## src/rtl/if_prefetch_unit.sv

```systemverilog
// if_prefetch_unit
//   Instruction fetch stage for the RV32I pipeline. Issues in-order word
//   requests to instruction memory, tolerates pipelined multi-cycle latency,
//   buffers returned words in a first-word-fall-through prefetch FIFO and
//   hands {inst, pc, fault, misalign} to Decode over valid/ready. A redirect
//   empties the FIFO and discards every response still in flight.
//
// Ports
//   clk, rst_n                  clock (rising edge), async active-low reset
//   i_flush, i_jump_addr        redirect request and target
//   o_imem_req_valid/_addr      request to instruction memory
//   i_imem_req_ready            memory accepts the request
//   i_imem_rsp_valid/_data/_err in-order response, no backpressure
//   o_if_valid, i_id_ready      entry handshake toward Decode
//   o_if_inst, o_if_pc          instruction and its PC (0 when not valid)
//   o_if_fault, o_if_misalign   access fault / misaligned-target flags
//
// FSM
//   state    | meaning
//   ST_FETCH | requests issue whenever credit allows
//   ST_HALT  | misaligned redirect seen; no requests until an aligned flush

module if_prefetch_unit #(
  parameter int unsigned     XLEN         = 32,
  parameter int unsigned     FIFO_DEPTH   = 4,
  parameter logic [XLEN-1:0] RESET_VECTOR = '0
) (
  input  logic            clk,
  input  logic            rst_n,
  input  logic            i_flush,
  input  logic [XLEN-1:0] i_jump_addr,
  output logic            o_imem_req_valid,
  input  logic            i_imem_req_ready,
  output logic [XLEN-1:0] o_imem_req_addr,
  input  logic            i_imem_rsp_valid,
  input  logic [XLEN-1:0] i_imem_rsp_data,
  input  logic            i_imem_rsp_err,
  output logic            o_if_valid,
  input  logic            i_id_ready,
  output logic [XLEN-1:0] o_if_inst,
  output logic [XLEN-1:0] o_if_pc,
  output logic            o_if_fault,
  output logic            o_if_misalign
);

  localparam int unsigned CW      = $clog2(FIFO_DEPTH + 1);
  localparam int unsigned PW      = $clog2(FIFO_DEPTH);
  localparam logic [CW:0] DEPTH_W = (CW + 1)'(FIFO_DEPTH);

  typedef enum logic {
    ST_FETCH = 1'b0,
    ST_HALT  = 1'b1
  } state_t;

  state_t r_state;
  state_t w_state_nxt;
  logic   w_fetch_en;

  logic [XLEN-1:0] r_fetch_pc;
  logic [XLEN-1:0] r_rsp_pc;
  logic [CW-1:0]   r_outstanding;
  logic [CW-1:0]   r_drop_cnt;
  logic [CW-1:0]   r_count;
  logic [PW-1:0]   r_wr_ptr;
  logic [PW-1:0]   r_rd_ptr;

  logic [XLEN-1:0] r_inst_mem  [FIFO_DEPTH];
  logic [XLEN-1:0] r_pc_mem    [FIFO_DEPTH];
  logic            r_fault_mem [FIFO_DEPTH];
  logic            r_mis_mem   [FIFO_DEPTH];

  logic [CW:0]     w_inflight;
  logic            w_mis;
  logic            w_req_fire;
  logic            w_rsp_fire;
  logic            w_rsp_drop;
  logic            w_push_rsp;
  logic            w_push_mis;
  logic            w_pop;
  logic            w_wr_en;
  logic [PW-1:0]   w_wr_idx;
  logic [XLEN-1:0] w_wr_inst;
  logic [XLEN-1:0] w_wr_pc;
  logic            w_wr_fault;

  // ---------------- FSM ----------------
  always_ff @(posedge clk or negedge rst_n) begin
    if (!rst_n) r_state <= ST_FETCH;
    else        r_state <= w_state_nxt;
  end

  always_comb begin
    w_state_nxt = r_state;
    if (i_flush) w_state_nxt = w_mis ? ST_HALT : ST_FETCH;
  end

  always_comb begin
    w_fetch_en = (r_state == ST_FETCH);
  end

  // ---------------- request / response control ----------------
  assign w_mis      = (i_jump_addr[1:0] != 2'b00);
  assign w_inflight = {1'b0, r_outstanding} + {1'b0, r_count};

  // Built from registers only; rst_n gating keeps the port quiet in reset.
  assign o_imem_req_valid = rst_n && w_fetch_en && (w_inflight < DEPTH_W)
                            && (r_drop_cnt == '0);
  assign o_imem_req_addr  = r_fetch_pc;

  assign w_req_fire = o_imem_req_valid && i_imem_req_ready;
  assign w_rsp_fire = i_imem_rsp_valid;
  assign w_rsp_drop = w_rsp_fire && (r_drop_cnt != '0);
  // A response landing in the flush cycle belongs to the old stream.
  assign w_push_rsp = w_rsp_fire && (r_drop_cnt == '0) && !i_flush;
  assign w_push_mis = i_flush && w_mis;
  assign w_pop      = o_if_valid && i_id_ready && !i_flush;

  always_ff @(posedge clk or negedge rst_n) begin
    if (!rst_n) begin
      r_fetch_pc    <= RESET_VECTOR;
      r_rsp_pc      <= RESET_VECTOR;
      r_outstanding <= '0;
      r_drop_cnt    <= '0;
      r_count       <= '0;
      r_wr_ptr      <= '0;
      r_rd_ptr      <= '0;
    end else begin
      r_outstanding <= r_outstanding + CW'(w_req_fire) - CW'(w_rsp_fire);
      if (i_flush) begin
        // Everything still owed by memory after this edge is stale.
        r_drop_cnt <= r_outstanding + CW'(w_req_fire) - CW'(w_rsp_fire);
        r_rd_ptr   <= '0;
        r_wr_ptr   <= w_push_mis ? PW'(1) : '0;
        r_count    <= w_push_mis ? CW'(1) : '0;
        if (!w_mis) begin
          r_fetch_pc <= i_jump_addr;
          r_rsp_pc   <= i_jump_addr;
        end
      end else begin
        if (w_rsp_drop) r_drop_cnt <= r_drop_cnt - CW'(1);
        if (w_req_fire) r_fetch_pc <= r_fetch_pc + XLEN'(4);
        if (w_push_rsp) begin
          r_rsp_pc <= r_rsp_pc + XLEN'(4);
          r_wr_ptr <= r_wr_ptr + PW'(1);
        end
        if (w_pop) r_rd_ptr <= r_rd_ptr + PW'(1);
        r_count <= r_count + CW'(w_push_rsp) - CW'(w_pop);
      end
    end
  end

  // ---------------- prefetch storage ----------------
  // The misaligned marker is written to slot 0 because the flush also
  // rewinds both pointers.
  assign w_wr_en    = w_push_rsp || w_push_mis;
  assign w_wr_idx   = i_flush ? '0 : r_wr_ptr;
  assign w_wr_inst  = w_push_mis ? '0 : i_imem_rsp_data;
  assign w_wr_pc    = w_push_mis ? i_jump_addr : r_rsp_pc;
  assign w_wr_fault = w_push_mis ? 1'b0 : i_imem_rsp_err;

  always_ff @(posedge clk) begin
    if (w_wr_en) begin
      r_inst_mem[w_wr_idx]  <= w_wr_inst;
      r_pc_mem[w_wr_idx]    <= w_wr_pc;
      r_fault_mem[w_wr_idx] <= w_wr_fault;
      r_mis_mem[w_wr_idx]   <= w_push_mis;
    end
  end

  assign o_if_valid    = (r_count != '0);
  assign o_if_inst     = o_if_valid ? r_inst_mem[r_rd_ptr]  : '0;
  assign o_if_pc       = o_if_valid ? r_pc_mem[r_rd_ptr]    : '0;
  assign o_if_fault    = o_if_valid ? r_fault_mem[r_rd_ptr] : 1'b0;
  assign o_if_misalign = o_if_valid ? r_mis_mem[r_rd_ptr]   : 1'b0;

  // Credit accounting makes these impossible with a well-behaved memory.
  a_no_overflow : assert property (@(posedge clk) disable iff (!rst_n)
    !(w_push_rsp && !w_pop && ({1'b0, r_count} == DEPTH_W)));
  a_no_orphan_rsp : assert property (@(posedge clk) disable iff (!rst_n)
    !(w_rsp_fire && (r_outstanding == '0)));

endmodule
```

## config.mk

```make
export PLATFORM = sky130hd
export DESIGN_NAME = if_prefetch_unit
export DESIGN_NICKNAME = d
export VERILOG_FILES = /design/src/rtl/if_prefetch_unit.sv
export SDC_FILE = /design/constraint.sdc
export NUM_CORES = 1
export LEC_CHECK = 0
export BUFFER_PORTS_ARGS = -buffer_cell sky130_fd_sc_hd__buf_2
export CAP_MARGIN = 0
export CORE_ASPECT_RATIO = 1.75
export CORE_MARGIN = 1.5
export CORE_UTILIZATION = 45
export CTS_CLUSTER_SIZE = 20
export DETAILED_ROUTE_END_ITERATION = 10
export PLACE_DENSITY_LB_ADDON = 0.1
export SLEW_MARGIN = 20
export SYNTH_ARGS = -nofsm -noshare
export SYNTH_HDL_FRONTEND = slang
export SYNTH_SLANG_ARGS = --single-unit
```

## constraint.sdc

```tcl
create_clock -name clk -period 7.4 [get_ports clk]
set_input_delay 1.11 -clock clk [delete_from_list [all_inputs] [get_ports clk]]
set_output_delay 1.11 -clock clk [all_outputs]
set_load 0.1 [all_outputs]
```

==> qor.txt, run 1 <==
status = finished, final reports clean
crit path capture type = output pin
HPWL after detailed placement = 24.33 mm
root buf cell = clkbuf_16
syn avg cell area = 13.81 um^2
Die H = 247.4 um
final wirelength = 37.42 mm
Cell variety after synth = 71
Slew HR = 26.63%
Final WS setup = 3.004 ns
Final TNS setup = 0 ns
standard-cell rows = 89
clock skew = 0.01939 ns
Core Area = 33630 um^2
Cells after Synth = 1112
Slew Viols, Final = 0
Switch Pwr = 2806 uW
Async S/R FF share, synth = 22.81%
Post-CTS Setup Inserts = 0
Starting Density = 45.67%
worst hold path class = flip-flop to flip-flop
Max stage delay on crit path = 0.92 ns
gpl congestion = 0.8986
Clock Tree Buf Depth = 3
# resized after CTS = 0
CTS sink cnt = 342
die area = 35290 um^2
internal power = 3918 uW
pwr/cell area = 377.5 nW/um^2
Antenna Violating Nets Remaining = 0
Fin Hold WS = 0.5052 ns
Synth Register Bits = 342
Layout area overhead = 15.99%
TritonCTS clock tree = yes
mapped cell area = 15360 um^2
drt wl/cell = 21.41 um
commonest non-fill, non-tap cell in the layout = edfxtp_1
initial antenna violation count = 0
vias per cell = 5.604
clock share of power = 25.8%
Total Routing Usage GR = 21.55%
clock slew at reported path FFs = 0.07 ns
CP max FO = 38
worst path bufs/invs = 2
fraction of layout cells with a size suffix above 1 = 25.68%
H-tree depth = 1
Vias = 9795
final hold vios = 0
# hold bufs at CTS = 0
Residual DRC = 0
pre-CTS setup slack = 2.938 ns
vias in the first global route = 10.01k
WS Path Type = flip-flop to output pin
cell family with most CP delay = buffers and inverters
Die X = 142.7 um
VDD IR-drop max = 0.2388 mV
fin crit period = 4.396 ns
max_cap viols = 0
diode count = 0
Comb pwr share = 36.5%
total grt overflow = 0
period utilization = 59.40%
clk_lat worst skew = 0.57 ns
final setup vio count = 0
global-route wire length before repair = 57.52 mm
syn nets = 1195
Post-synth EDFFs = 264
Yosys Warn Count = 0
unrepaired setup endpoints after global routing = no
Worst-Margin Slew = 1.096 ns
switch share = 41.73%
commonest cells after routing, fill and taps aside = edfxtp_1 (264), buf_2 (169), nand2_1 (149)
Pre-antenna DRT Iters = 5
CP startpoint kind = flip-flop
Worst Path Required = 6.29 ns
Leak Pwr = 0.006520 uW
Inserted Clock Buffers = 31
total power = 6724 uW
Most used DFF post-synth = edfxtp_1
CP Cell Sequence = buf_4, mux4_2, and2_1, buf_2
Starting DRT DRC Count = 637
Post-Place Cell Area = 16710 um^2
fin area = 17810 um^2
Flop pwr share = 37.7%
largest net degree at the start of global routing = 70
Fmax = 0.2275 GHz
post-synthesis sequential area ratio = 64.33%
Final nets = 1352
Top Ports = 171
WP data arrival = 3.29 ns
I/O Buffers = 170
Worst path slowest cell = dfrtp_4
sequential cells by signal (all words and copies together) (netlist names), 2 cells and up:
name             cells
r_inst_mem         128
r_pc_mem           128
o_imem_req_addr     32
r_rsp_pc            32
r_fault_mem          4
r_mis_mem            4
r_count              3
r_drop_cnt           3
r_outstanding        3
r_rd_ptr             2
r_wr_ptr             2
synth_stat cells, drive strengths merged, types with 9 or more instances:
cell type	instances	area share [%]
nor4	14	0.65
nor3	20	0.65
mux4	66	9.7
and2	103	4.2
nand3	26	1.0
o21ai	41	1.3
nor2	50	1.2
mux2i	12	0.78
nand2	149	3.6
nand4	19	0.77
buf	16	0.45
dfrtp	78	13
and3	14	0.58
ha	10	0.81
clkbuf	46	1.1
edfxtp	264	52
nor2b	13	0.53
a21oi	35	1.1
o22ai	9	0.37
a22oi	9	0.44
inv	16	0.39
layer usage:
metal	share of wire, %	routed length, um	track usage (%)	up-vias
met2	52	19590	39.29	287
met5	0	0	0	-
met1	40	14930	25.83	4911
met4	3.9	1452	9.066	0
li1	-	-	-	4510
met3	3.9	1450	2.180	87
cells by family after synthesis:
group           Yosys count  share of synthesized area, %
simple gates            435                         14.79
flops                   342                         64.33
compound gates          145                         6.021
mux                      85                         10.97
buf+inv                  78                         1.963
xor+xnor                 15                        0.8554
fa+ha+maj                12                         1.075
final timing paths:
check	startpoint	endpoint	slack, ns	cells past startpoint
min in group asynchronous	rst_n	o_imem_req_addr[8]	0.54	1
worst max register to register	r_drop_cnt[0]	r_pc_mem[3][10]	3.99	5
worst min-delay path	o_imem_req_addr[1]	o_imem_req_addr[1]	0.51	1
worst max-delay path	r_rd_ptr[0]	o_if_pc[22]	3.00	4
worst min register to register	o_imem_req_addr[1]	o_imem_req_addr[1]	0.51	1
max in group asynchronous	rst_n	r_rd_ptr[0]	5.82	2
metrics by stage:
step           utilization [%]  std cells
3_5_place_dp             49.69       1691
4_1_cts                  52.97       1748
5_1_grt                  52.97       1748
2_1_floorplan                -       1112
6_report                 52.97       1748
3_3_place_gp             49.69       1691
power by group through the flow:
stage / registers, uW / clock network, uW / logic (uW)
floorplan: 2640 / 0 / 1930
global placement: 2570 / 0 / 2460
detailed placement: 2570 / 0 / 2480
CTS: 2530 / 1770 / 2480
global route: 2570 / 1840 / 2590
finish: 2530 / 1740 / 2450
final cells by class:
class	instances	area, um^2
well taps	455	569.3
clock inverters	20	276.5
repair buffers	186	973.4
fillers	2968	15820
inverters	16	60.06
multi-input cells	692	5223
flip-flops and latches	342	9884
clock buffers	37	828.3
Power figures use the tool's default switching activity.
==> inputs of run 2 (changes only) <==
- clock period: 7.4 -> 4.1 ns (I/O delays scaled with it)
==> qor.txt, run 2 (synthesis results as in run 1) <==
worst r2r src = r_outstanding[2]
root buf cell = clkbuf_16
Leak Pwr = 0.006612 uW (+1.4%)
vias in the first global route = 10.19k (+1.7%)
Critical Path Stages = 4 (unchanged)
Final TNS setup = 0 ns (unchanged)
Pre-antenna DRT Iters = 5 (unchanged)
period utilization = 83.09%
Die X = 142.7 um (unchanged)
crit path capture type = output pin
Total Routing Usage GR = 21.83% (+0.28 points)
die area = 35290 um^2 (unchanged)
clock skew = 0.008387 ns (-0.01101 ns)
I/O Buffers = 170 (unchanged)
Layout area overhead = 17.33%
TritonCTS clock tree = yes
Max stage delay on crit path = 0.86 ns (-0.06 ns)
fraction of layout cells with a size suffix above 1 = 27.04% (+1.4 points)
Final nets = 1371 (+1.4%)
Top Ports = 171 (unchanged)
VDD IR-drop max = 0.4458 mV (+87%)
final hold vios = 0 (unchanged)
commonest non-fill, non-tap cell in the layout = edfxtp_1
final wirelength = 37.90 mm (+1.3%)
biggest regs = r_inst_mem x128, r_pc_mem x128
Core Area = 33630 um^2 (unchanged)
H-tree depth = 1 (unchanged)
HPWL after detailed placement = 25.41 mm (+4.5%)
Vias = 9926 (+1.3%)
pwr/cell area = 668.6 nW/um^2 (+77%)
commonest cells after routing, fill and taps aside = edfxtp_1 (264), buf_2 (169), nand2_1 (149)
Worst path slowest cell = dfrtp_4
Worst Path Required = 3.48 ns (-2.81 ns)
Starting DRT DRC Count = 615 (-3.5%)
Final WS setup = 0.6932 ns (-2.311 ns)
final core utilization = 53.58% (+0.61 points)
max_cap viols = 0 (unchanged)
gpl congestion = 0.8642 (-3.8%)
standard-cell rows = 89 (unchanged)
worst path bufs/invs = 2 (unchanged)
worst reg2reg path endpoint = o_imem_req_addr[13]
vias per cell = 5.614 (+0.19%)
Worst R2R Setup Slack = 0.99 ns (-3.00 ns)
clk_lat worst skew = 0.57 ns (about the same)
global-route wire length before repair = 58.20 mm (+1.2%)
fin crit period = 3.407 ns
reg2reg path depth = 6 (+1)
Slew HR = 31.46% (+4.8 points)
pre-CTS setup slack = 0.9844 ns (-1.953 ns)
CP max FO = 32 (-16%)
Starting Density = 45.67% (unchanged)
Die H = 247.4 um (unchanged)
Inserted Clock Buffers = 31 (unchanged)
diode count = 0 (unchanged)
Antenna Violating Nets Remaining = 0 (unchanged)
# resized after CTS = 0 (unchanged)
Filler Cells Inserted = 2917 (-1.7%)
CP endpoint = o_if_pc[9]
final setup vio count = 0 (unchanged)
worst hold path class = input pin to flip-flop
Fin Hold WS = 0.3208 ns (-0.1844 ns)
largest net degree at the start of global routing = 67 (-4.3%)
unrepaired setup endpoints after global routing = no
total grt overflow = 0 (unchanged)
clock slew at reported path FFs = 0.06 ns (about the same)
Fmax = 0.2935 GHz
drt wl/cell = 21.44 um (+0.13%)
status = finished, final reports clean
Clock Tree Buf Depth = 3 (unchanged)
CP startpoint kind = flip-flop
Post-CTS Setup Inserts = 0 (unchanged)
initial antenna violation count = 0 (unchanged)
WS Path Type = flip-flop to output pin
WP data arrival = 2.79 ns (-0.50 ns)
total power = 12050 uW (+79%)
cell family with most CP delay = flip-flops
Residual DRC = 0 (unchanged)
Worst-Margin Slew = 1.020 ns (-0.07627 ns)
Slew Viols, Final = 0 (unchanged)
CP Cell Sequence = buf_4, mux4_2, and2_1, buf_2
CTS sink cnt = 342 (unchanged)
# hold bufs at CTS = 1 (+1)
Worst Setup SP = r_rd_ptr[0]
run 2: changes by cell type in the layout (fill, tap and decap cells not counted), sizes merged:
cell / before / now
buf: 186 / 204
clkbuf: 37 / 42
bufinv: 7 / 3
clkinv: 12 / 10
clkinvlp: 0 / 2
dlygate4sd3: 0 / 1
run 2: worst reg2reg max path: cells and delay by family (launching register included):
family,cells,cell delay (ns)
DFF,1,0.40
and+or+nand+nor,3,1.47
adders and majority gates,1,0.34
AOI/OAI and AO/OA,2,0.75
run 2: metal layers:
layer	global-route usage, %	part of all wire (%)
met4	8.611	3.6
met5	0	0
met2	40.11	53
met1	25.96	39
met3	2.450	4.4
run 2: power breakdown:
group          switching, uW  total (uW)  internal, uW
clock network           1290        2990          1690
registers                385        4560          4170
logic                   3440        4500          1070
run 2: area by class of cell:
cell class | count | area, um^2 | area share (%)
Clock inverter | 16 | 175.2 | 0.9721
Clock buffer | 42 | 877.1 | 4.867
Tap cell | 455 | 569.3 | 3.159
Timing Repair Buffer | 205 | 1219 | 6.763
Sequential cell | 342 | 9884 | 54.85
Multi-Input combinational cell | 692 | 5235 | 29.05
Inverter | 16 | 60.06 | 0.3333
run 2: worst min-delay path by stage:
| stage | to | cells past startpoint | from | slack (ns) |
|---|---|---|---|---|
| finish | r_rsp_pc[30] | 3 | i_jump_addr[30] | 0.32 |
| global route | r_rsp_pc[30] | 3 | i_jump_addr[30] | 0.31 |
| CTS | r_rsp_pc[30] | 3 | i_jump_addr[30] | 0.29 |
| detailed placement | o_imem_req_addr[0] | 1 | o_imem_req_addr[0] | 0.49 |
| global placement | o_imem_req_addr[1] | 1 | o_imem_req_addr[1] | 0.48 |
| floorplan | o_imem_req_addr[0] | 0 | rst_n | 0.32 |
run 2: per-stage QoR:
stage	cell area, um^2	instances
finish	18020	1768
global route	18020	1768
CTS	18020	1768
detailed placement	16960	1709
global placement	16960	1709
floorplan	15390	1112
==> inputs of run 3 (changes only) <==
- clock period: 4.1 -> 3.1 ns (I/O delays scaled with it)
==> qor.txt, run 3 (synthesis results as in run 1) <==
status = finished, final reports clean
M2 GR Usage = 39.95% (-0.16 points)
root buf cell = clkbuf_16
grt peak-use layer = met2
drt wl/cell = 21.34 um (-0.45%)
largest net degree at the start of global routing = 69 (+3.0%)
Leak Pwr = 0.006654 uW (+0.64%)
Post-CTS Setup Inserts = 0 (unchanged)
Vias = 9977 (+0.51%)
Filler Cells Inserted = 2958 (+1.4%)
HPWL after detailed placement = 25.07 mm (-1.3%)
Reg area = 9884 um^2 (unchanged)
total grt overflow = 0 (unchanged)
initial antenna violation count = 0 (unchanged)
fin crit period = 2.889 ns
# hold bufs at CTS = 0 (-1)
Starting DRT DRC Count = 644 (+4.7%)
Max stage delay on crit path = 0.55 ns (-0.31 ns)
standard-cell rows = 89 (unchanged)
area of the multi-input gates = 5254 um^2 (+0.36%)
M3 GR Usage = 3.029% (+0.58 points)
final wirelength = 37.96 mm (+0.17%)
worst reg2reg path endpoint = r_drop_cnt[2]
Inserted Clock Buffers = 34 (+9.7%)
period utilization = 93.19%
Worst Path Required = 2.63 ns (-0.85 ns)
unrepaired setup endpoints after global routing = no
TritonCTS clock tree = yes
Starting Density = 45.67% (unchanged)
Pre-antenna DRT Iters = 5 (unchanged)
CP startpoint kind = flip-flop
max_cap viols = 0 (unchanged)
Top Ports = 171 (unchanged)
CP max FO = 18 (-44%)
Die X = 142.7 um (unchanged)
worst r2r src = r_drop_cnt[0]
Worst-Margin Slew = 0.8279 ns (-0.1923 ns)
Residual DRC = 0 (unchanged)
WS Path Type = flip-flop to output pin
vias per cell = 5.608 (-0.11%)
Final WS setup = 0.2112 ns (-0.4819 ns)
Core Area = 33630 um^2 (unchanged)
clock slew at reported path FFs = 0.06 ns (about the same)
Slew Viols, Final = 0 (unchanged)
commonest non-fill, non-tap cell in the layout = edfxtp_1
Fmax = 0.3462 GHz
biggest regs = r_inst_mem x128, r_pc_mem x128
fraction of layout cells with a size suffix above 1 = 27.64% (+0.61 points)
Final Non-Filler Cells = 1779 (+0.62%)
Worst path slowest cell = mux4_2
gpl congestion = 0.8966 (+3.7%)
Worst R2R Setup Slack = 0.47 ns (-0.52 ns)
pwr/cell area = 889.5 nW/um^2 (+33%)
Clock Tree Buf Depth = 3 (unchanged)
reg2reg path depth = 13 (+7)
M1 GR Usage = 26.18% (+0.22 points)
global-route wire length before repair = 58.50 mm (+0.51%)
final hold vios = 0 (unchanged)
Slew HR = 44.35% (+13 points)
# resized after CTS = 0 (unchanged)
VDD IR-drop max = 0.5738 mV (+29%)
Die H = 247.4 um (unchanged)
commonest cells after routing, fill and taps aside = edfxtp_1 (264), buf_2 (168), nand2_1 (148)
I/O Buffers = 170 (unchanged)
clk_lat worst skew = 0.53 ns (-0.04 ns)
Placed Cells = 1717 (+0.47%)
CP Cell Sequence = buf_4, mux4_2, and2_1, buf_2
crit path capture type = output pin
vias in the first global route = 10.27k (+0.84%)
Final nets = 1381 (+0.73%)
WP data arrival = 2.42 ns (-0.37 ns)
Layout area overhead = 18.19%
final setup vio count = 0 (unchanged)
pre-CTS setup slack = 0.4911 ns (-0.4933 ns)
die area = 35290 um^2 (unchanged)
Total Routing Usage GR = 22.06% (+0.23 points)
clock skew = 0.02273 ns (+0.01434 ns)
worst hold path class = input pin to asynchronous set/reset pin
CTS sink cnt = 342 (unchanged)
Antenna Violating Nets Remaining = 0 (unchanged)
H-tree depth = 2 (+1)
diode count = 0 (unchanged)
==> run 3: changes by cell type in the layout (fill, tap and decap cells not counted), sizes merged <==
cell,previous run,this run
clkbuf,42,41
dlygate4sd3,1,0
buf,204,212
bufinv,3,4
clkinvlp,2,6
clkinv,10,9
inv,17,18
==> run 3: area by class of cell <==
class / count / share of cell area (%)
inverters: 16 / 0.3446
multi-input cells: 692 / 28.94
flip-flops and latches: 342 / 54.45
clock buffers: 41 / 4.832
repair buffers: 212 / 7.003
well taps: 455 / 3.136
clock inverters: 21 / 1.289
==> run 3: worst max path at each step <==
| stage | slack (ns) | endpoint | from |
|---|---|---|---|
| after floorplan | -0.18 | r_drop_cnt[2] | r_drop_cnt[0] |
| after global placement | 0.54 | r_drop_cnt[2] | r_drop_cnt[0] |
| after detailed placement | 0.49 | r_drop_cnt[2] | r_drop_cnt[0] |
| after CTS | 0.14 | o_if_inst[3] | r_rd_ptr[0] |
| after global routing | 0.09 | o_if_inst[3] | r_rd_ptr[0] |
| final | 0.21 | o_if_inst[3] | r_rd_ptr[0] |
==> run 3: report_power, final <==
group	internal [uW]	switching [uW]	total [uW]
Combinational	1430	4620	6050
Clock	2380	1750	4130
Sequential	5520	446	5970
Total	9330	6820	16100
==> run 3: per-stage QoR <==
step | setup TNS [ns] | instance area (um^2) | utilization (%) | hold WS [ns] | power [uW]
final | 0 | 18150 | 53.98 | 0.06876 | 16150
after global routing | 0 | 18150 | 53.98 | 0.09004 | 16830
after CTS | 0 | 18150 | 53.98 | 0.07061 | 16320
after detailed placement | 0 | 17040 | 50.67 | 0.4844 | 12170
after global placement | 0 | 17040 | 50.67 | 0.4817 | 12130
after floorplan | -14.00 | 15420 | - | 0.1694 | 10920
==> run 3: per-layer routing <==
metal	up-vias	share of wire (%)
met3	84	4.1
met5	-	0
met2	293	53
met1	5023	39
li1	4577	-
met4	0	3.9
==> run 3: critical path, delay by kind of cell, from the launching register on <==
kind,cells,cell delay (ns)
buf+inv,2,0.66
mux,1,0.55
flops,1,0.50
simple gates,1,0.19
